File: src/rtl/hazard_ctrl_multi.sv
// hazard_ctrl_multi: parametrised stall / bubble / flush / forwarding controller
// for the in-order pipeline. Stall and nop controls are combinational. State,
// forwarding selects and the performance counters are registered.
module hazard_ctrl_multi #(
  parameter int NUM_SRC      = 2,
  parameter int FWD_DEPTH    = 3,
  parameter int LOAD_LAT     = 2,
  parameter int FLUSH_CYCLES = 1,
  parameter int REGW         = 5,
  parameter int CNT_W        = 16,
  parameter int SELW         = $clog2(FWD_DEPTH + 1)
) (
  input  logic                      clk,
  input  logic                      rst,
  input  logic [NUM_SRC*REGW-1:0]   id_rs,
  input  logic [NUM_SRC-1:0]        id_rs_vld,
  input  logic [FWD_DEPTH*REGW-1:0] prod_rd,
  input  logic [FWD_DEPTH-1:0]      prod_we,
  input  logic [FWD_DEPTH-1:0]      prod_load,
  input  logic                      branch_taken,
  input  logic                      iready_n,
  input  logic                      dready_n,
  input  logic                      dbusy,
  input  logic [1:0]                mem_rw,
  output logic                      stall_if,
  output logic                      stall_id,
  output logic                      stall_ex,
  output logic                      stall_mem,
  output logic                      stall_wb,
  output logic                      nop_if,
  output logic                      nop_id,
  output logic                      nop_ex,
  output logic                      nop_mem,
  output logic                      nop_wb,
  output logic [NUM_SRC*SELW-1:0]   fwd_sel,
  output logic [1:0]                state,
  output logic [CNT_W-1:0]          cnt_stall,
  output logic [CNT_W-1:0]          cnt_bubble,
  output logic [CNT_W-1:0]          cnt_flush
);

  localparam logic [1:0] ST_RUN      = 2'd0;
  localparam logic [1:0] ST_LDSTALL  = 2'd1;
  localparam logic [1:0] ST_MEMSTALL = 2'd2;
  localparam logic [1:0] ST_FLUSH    = 2'd3;

  // The countdown only ever holds FLUSH_CYCLES-1 down to 0.
  localparam int FCW = (FLUSH_CYCLES > 1) ? $clog2(FLUSH_CYCLES) : 1;
  localparam logic [FCW-1:0] FLUSH_RELOAD = FCW'(FLUSH_CYCLES - 1);

  logic [1:0]       state_q, state_d;
  logic [FCW-1:0]   flush_cnt_q, flush_cnt_d;
  logic [CNT_W-1:0] cnt_stall_q, cnt_stall_d;
  logic [CNT_W-1:0] cnt_bubble_q, cnt_bubble_d;
  logic [CNT_W-1:0] cnt_flush_q, cnt_flush_d;

  logic [NUM_SRC-1:0] src_haz;
  logic               mem_stall, ld_haz, flush_act;
  logic               rule_stall, rule_flush, rule_bubble, rule_run;

  generate
    for (genvar gi = 0; gi < NUM_SRC; gi++) begin : g_src
      logic [SELW-1:0] near;
      logic            haz;
      logic [SELW-1:0] sel_q, sel_d;

      // Nearest matching producer for this operand; a not-yet-ready load there is a hazard
      always_comb begin
        near = '0;
        haz  = 1'b0;
        for (int k = FWD_DEPTH - 1; k >= 0; k--) begin
          if (id_rs_vld[gi] && prod_we[k] &&
              (prod_rd[k*REGW +: REGW] != '0) &&
              (prod_rd[k*REGW +: REGW] == id_rs[gi*REGW +: REGW])) begin
            near = SELW'(k + 1);
            haz  = prod_load[k] && ((k + 1) < LOAD_LAT);
          end
        end
      end

      // Select follows the nearest producer when the pipe advances, clears on a flush
      always_comb begin
        sel_d = sel_q;
        if (rule_run) begin
          sel_d = near;
        end else if (rule_flush) begin
          sel_d = '0;
        end
      end

      // Registered forwarding select for this operand
      always_ff @(posedge clk) begin
        if (rst) begin
          sel_q <= '0;
        end else begin
          sel_q <= sel_d;
        end
      end

      assign src_haz[gi]                 = haz;
      assign fwd_sel[gi*SELW +: SELW]    = sel_q;
    end
  endgenerate

  // Prioritised per-cycle decision: memory stall, flush, load-use bubble, run
  always_comb begin
    mem_stall   = iready_n | (dready_n & mem_rw[1]) | (dbusy & mem_rw[0]);
    ld_haz      = |src_haz;
    flush_act   = branch_taken | (flush_cnt_q != '0);
    state_d     = ST_RUN;
    flush_cnt_d = flush_cnt_q;
    rule_stall  = 1'b0;
    rule_flush  = 1'b0;
    rule_bubble = 1'b0;
    rule_run    = 1'b0;
    stall_if    = 1'b0;
    stall_id    = 1'b0;
    stall_ex    = 1'b0;
    stall_mem   = 1'b0;
    stall_wb    = 1'b0;
    nop_if      = 1'b0;
    nop_id      = 1'b0;
    nop_ex      = 1'b0;
    nop_mem     = 1'b0;
    nop_wb      = 1'b0;
    if (mem_stall) begin
      rule_stall = 1'b1;
      stall_if   = 1'b1;
      stall_id   = 1'b1;
      stall_ex   = 1'b1;
      stall_mem  = 1'b1;
      stall_wb   = 1'b1;
      state_d    = ST_MEMSTALL;
    end else if (flush_act) begin
      rule_flush  = 1'b1;
      nop_if      = 1'b1;
      nop_id      = 1'b1;
      nop_ex      = 1'b1;
      flush_cnt_d = branch_taken ? FLUSH_RELOAD : (flush_cnt_q - FCW'(1));
      state_d     = (flush_cnt_d != '0) ? ST_FLUSH : ST_RUN;
    end else if (ld_haz) begin
      rule_bubble = 1'b1;
      stall_if    = 1'b1;
      stall_id    = 1'b1;
      nop_ex      = 1'b1;
      state_d     = ST_LDSTALL;
    end else begin
      rule_run = 1'b1;
    end
    // Reset silences every control in the same cycle it is asserted
    if (rst) begin
      stall_if  = 1'b0;
      stall_id  = 1'b0;
      stall_ex  = 1'b0;
      stall_mem = 1'b0;
      stall_wb  = 1'b0;
      nop_if    = 1'b0;
      nop_id    = 1'b0;
      nop_ex    = 1'b0;
      nop_mem   = 1'b0;
      nop_wb    = 1'b0;
    end
  end

  // Saturating increments of the performance counters
  always_comb begin
    cnt_stall_d  = (rule_stall  && (cnt_stall_q  != '1)) ? cnt_stall_q  + CNT_W'(1) : cnt_stall_q;
    cnt_bubble_d = (rule_bubble && (cnt_bubble_q != '1)) ? cnt_bubble_q + CNT_W'(1) : cnt_bubble_q;
    cnt_flush_d  = (rule_flush  && (cnt_flush_q  != '1)) ? cnt_flush_q  + CNT_W'(1) : cnt_flush_q;
  end

  // State, flush countdown and counters
  always_ff @(posedge clk) begin
    if (rst) begin
      state_q      <= ST_RUN;
      flush_cnt_q  <= '0;
      cnt_stall_q  <= '0;
      cnt_bubble_q <= '0;
      cnt_flush_q  <= '0;
    end else begin
      state_q      <= state_d;
      flush_cnt_q  <= flush_cnt_d;
      cnt_stall_q  <= cnt_stall_d;
      cnt_bubble_q <= cnt_bubble_d;
      cnt_flush_q  <= cnt_flush_d;
    end
  end

  assign state      = state_q;
  assign cnt_stall  = cnt_stall_q;
  assign cnt_bubble = cnt_bubble_q;
  assign cnt_flush  = cnt_flush_q;

endmodule

File: config.mk
export PLATFORM = sky130hd
export DESIGN_NAME = hazard_ctrl_multi
export DESIGN_NICKNAME = d
export VERILOG_FILES = /design/src/rtl/hazard_ctrl_multi.sv
export SDC_FILE = /design/constraint.sdc
export NUM_CORES = 1
export LEC_CHECK = 0
export BUFFER_PORTS_ARGS = -buffer_cell sky130_fd_sc_hd__buf_2
export CAP_MARGIN = 5
export CORE_ASPECT_RATIO = 0.8
export CORE_MARGIN = 2
export CORE_UTILIZATION = 50
export DETAILED_ROUTE_END_ITERATION = 8
export HOLD_SLACK_MARGIN = 0.05
export PLACE_DENSITY = 0.85
export SLEW_MARGIN = 20
export SYNTH_ARGS = -nofsm -noshare
export SYNTH_HDL_FRONTEND = slang
export SYNTH_SLANG_ARGS = --single-unit
File: constraint.sdc
create_clock -name clk -period 2.1 [get_ports clk]
set_input_delay 0 -clock clk [delete_from_list [all_inputs] [get_ports clk]]
set_output_delay 0 -clock clk [all_outputs]
set_load 0.05 [all_outputs]
# Yosys cells after proc, flatten, opt, wreduce, memory -nomap -nowiden
# Cells that the tools add are included.
# word_totals
output_inout_bits	64
register_bits	55
# op_classes
muxes	32
bitwise_logic	6
add_sub_neg	4
n_reduce_logical	28
n_eq_ne	9
# ops
operator	count
16-bit by 1-bit adder with 16-bit output, second input constant	3
16-bit != test, second input constant	3
5-bit equality test	6
2-bit two-way mux	12
1-bit logical AND	21
1-bit two-way mux	20
5-bit nonzero test	3
2-bit OR reduction	2
1-bit bitwise OR	3
1-bit bitwise AND	2
2-bit AND reduction	1
2-bit nonzero test	1
1-bit NOT	1
1-bit subtractor, second input constant	1

# Longest topological paths before layout
# logic_depth
word_depth	9
depth_mapped	8
ltp_nobuf	7

# Worst setup path after synthesis
# Ideal clock, no wire load.
# synth_path
kind	reg2reg
start	reg cnt_bubble_q[7] (netlist: cnt_bubble[7])
end	reg cnt_bubble_q[15] (netlist: cnt_bubble[15])
t_arrival_ps	2173
slack_ps	-143
setup_ps	70
required_time_ps	2030
synth_period_minus_slack_ps	2243
path_stages_with_launch	7
cell_sequence	dfxtp_1 > nand4_2 > or2_0 > buf_2 > or4_4 > or3_1 > a21oi_1
# synth_between
elab_chain_len	2
# synth_rtl
element	line	rtl
from (decl)	54	logic [CNT_W-1:0] cnt_bubble_q, cnt_bubble_d;
from (signal assigned)	184	cnt_bubble_q <= cnt_bubble_d;
branches (longest 2 deep; another with 16-bit by 1-bit adder with 16-bit output)	-	
# Several ways; the timed one is not identified.
# A chain may end at the register's enable or synchronous reset.

# Worst setup path after layout
# layout_path
start	reg cnt_bubble_q[7] (netlist: cnt_bubble[7])
end	reg cnt_bubble_q[1] (netlist: cnt_bubble[1])
# layout_between
elab_chain_len	2
# layout_rtl
element	line	rtl
16-bit != test	168	cnt_bubble_d = (rule_bubble && (cnt_bubble_q != '1)) ? cnt_bubble_q + CNT_W'(1) : cnt_bubble_q;
1-bit logical AND	168	
# Every way passes these cells.

==> results.json <==
{
  "fin_nets": 491,
  "hpwl_mm": 5.58,
  "skew_ps": 7.98,
  "tns_ps": 0,
  "worst_pin_slew_ps": 583,
  "htree_num_levels": 2,
  "reg2reg_to": "cnt_bubble[1]",
  "async_reset_ff_share_pct": 0,
  "end_kind": "flop",
  "coreArea_mm2": 0.00585,
  "grt-ovfl-total": 0,
  "cts_made_buffers": 5,
  "cell_internal_pwr_w": 0.00139,
  "pwr-share-comb_pct": 15.0,
  "cp_data_arrival_time_ps": 2180,
  "grt_usage_pct": 21.7,
  "crit_path_max_fanout": 14,
  "mostFrequentLayoutCells": "buf_2, nor2_1, dfxtp_1, xor2_1, xnor2_1",
  "switching_share_pct": 28.9,
  "worstSetupStartpointType": "flop",
  "period_minus_slack_ps": 1990,
  "antenna_found_initial": 0,
  "syn_area_mm2": 0.00301,
  "drt_iter0_markers": 111,
  "yosysSeqAreaShare_pct": 36.6,
  "ant_nets": 0,
  "r2r_start": "cnt_bubble[7]",
  "slew_viol_final": 0,
  "dp.cells": 521,
  "initial_core_util_pct": 51.4,
  "ff2ff_setup_slack_ps": 110,
  "p_switching_w": 0.000567,
  "fp.dieH_um": 73.4,
  "synth_edf_count": 0,
  "port_buffers": 100,
  "min_from": "rst",
  "path_class": "flop to flop",
  "cts_tree": "yes",
  "cp.required_ps": 2290,
  "clkLatencyLatePin_ps": 310,
  "grt_max_degree": 53,
  "finalCritPeriodShare_pct": 95.0,
  "ys_warn_count": 0,
  "grt_pass1_wl_mm": 11.9,
  "hold_buffers": 0,
  "die_w_um": 90.7,
  "ir_drop_v": 0.000394,
  "mostFrequentLayoutCell": "buf_2",
  "fin_cells": 529,
  "outcome": "finished, final reports clean",
  "routabilityCongestion": 0.960,
  "diodes": 0,
  "synthesis.instances": 346,
  "clockBufferDepth": 2,
  "r2r_cells": 7,
  "vias_per_cell": 5.45,
  "holdPathEnd": "flush_cnt_q",
  "pwr-share-clk_pct": 30.7,
  "ios": 105,
  "drive_gt1_share_pct": 32.1,
  "fmaxAchievable_mhz": 501,
  "drc": 0,
  "drv_cap": 0,
  "hp-class": "primary input to flop",
  "slew_headroom_pct": 61.0,
  "finalSetupViolations": 0,
  "drtPass1Iterations": 4,
  "die-area_mm2": 0.00666,
  "p_leak_nw": 1.57,
  "routedWlPerCell_um": 13.9,
  "cts.clk_slew.worst_paths_ps": 100,
  "rows": 25,
  "pwr-share-seq_pct": 54.3,
  "finalHoldViolations": 0,
  "ys_types": 54,
  "grt_pass1_vias": 2572,
  "hold_path_depth": 3,
  "synth_ff_type": "dfxtp_1",
  "synthToLayoutAreaGrowth_pct": 22.4,
  "finalWirelength_mm": 7.37,
  "numClockSinks": 55,
  "vias": 2881,
  "power-per-cell-area_mw_per_mm2": 533,
  "synth_seq_cells": 55,
  "syn_avg_cell_area_um2": 8.69,
  "root_buffer": "clkbuf_8"
}
[cells by family after synthesis]
group,count (synthesis),share of synthesized area [%]
buffers and inverters,21,4.58
and+or+nand+nor,150,26.6
muxes,5,1.75
other,1,0.125
DFF,55,36.6
xor gates and xnor gates,59,17.2
AOI/OAI and AO/OA,52,11.9
adders and majority gates,3,1.25
[through the flow]
stage          power (W)  cell area (µm²)  setup WS [ps]  utilization (%)  hold WS [ps]
2_1_floorplan    0.00129             3030          -10.4                -           138
3_3_place_gp     0.00137             3580            159             61.2           388
3_5_place_dp     0.00138             3580            117             61.2           388
4_1_cts          0.00198             3670           96.7             62.8          52.8
5_1_grt          0.00204             3680          -8.64             63.0          87.8
6_report         0.00196             3680            106             63.0          72.8
[flip-flops by register name, summed over array words and instances, names as in the netlist]
register,flops
cnt_bubble,16
cnt_flush,16
state,2
cnt_stall,16
g_src.sel_q,4
flush_cnt_q,1
[cell type report]
cell class                      count  area [µm²]
Fill cell                         509        2170
Timing Repair Buffer              108         561
Clock inverter                      3        23.8
Multi-Input combinational cell    271        1790
Clock buffer                        5        68.8
Sequential cell                    55        1120
Inverter                            6        22.5
Tap cell                           81         101
[layer usage]
| layer | track usage, % | vias to the layer above | routed length [µm] |
|---|---|---|---|
| met3 | 3.28 | 14 | 414 |
| li1 | - | 1426 | - |
| met5 | 0 | - | 0 |
| met4 | 4.79 | 0 | 79 |
| met1 | 28.4 | 1332 | 3310 |
| met2 | 38.6 | 109 | 3570 |
[cell usage after synthesis, drive strengths merged, types with 4 or more instances]
library cell	instances	share of area, %
nor3	10	1.7
o21a	4	1.0
or3	12	2.6
inv	6	0.75
nand2	20	2.5
and3	8	1.8
nor4	4	0.83
a21oi	15	2.5
or4	7	1.9
clkbuf	6	1.4
buf	9	2.4
xnor2	23	6.7
and4	4	1.2
nand3	16	2.7
nor2	43	5.4
dfxtp	55	37
o21ai	14	2.3
xor2	36	10
nand4	16	3.5
[worst max-delay path, cell delays in order (launching register included)]
cell      delay [ps]
dfxtp_2          400
nand4_2          140
or2_1            310
or3_1            380
o211ai_4         190
buf_4            210
mux2i_1          180
nor2_1            50
[timing repair]
action / 4_1_cts / 5_1_grt
gates resized for setup: 0 / 2
endpoints found under the hold margin: 0 / 0
setup buffers: 0 / 0
setup endpoints to repair: 0 / 2
[worst max path at each step]
stage	startpoint	to	slack [ps]	cells after the start
floorplan	cnt_bubble[3]	cnt_bubble[15]	-10	5
global placement	cnt_bubble[7]	cnt_bubble[1]	160	7
detailed placement	cnt_bubble[7]	cnt_bubble[1]	120	7
CTS	cnt_bubble[7]	cnt_bubble[1]	100	7
global route	cnt_bubble[6]	cnt_bubble[1]	-9	7
finish	cnt_bubble[7]	cnt_bubble[1]	110	7
[power groups by stage]
stage	logic, W	clock network, W	registers, W
after floorplan	0.000167	0	0.00112
after global placement	0.000284	0	0.00109
after detailed placement	0.000292	0	0.00109
after CTS	0.000293	0.000623	0.00106
after global routing	0.000316	0.000660	0.00107
final	0.000295	0.000601	0.00106
Note: power is estimated with default switching activity, not from simulation.
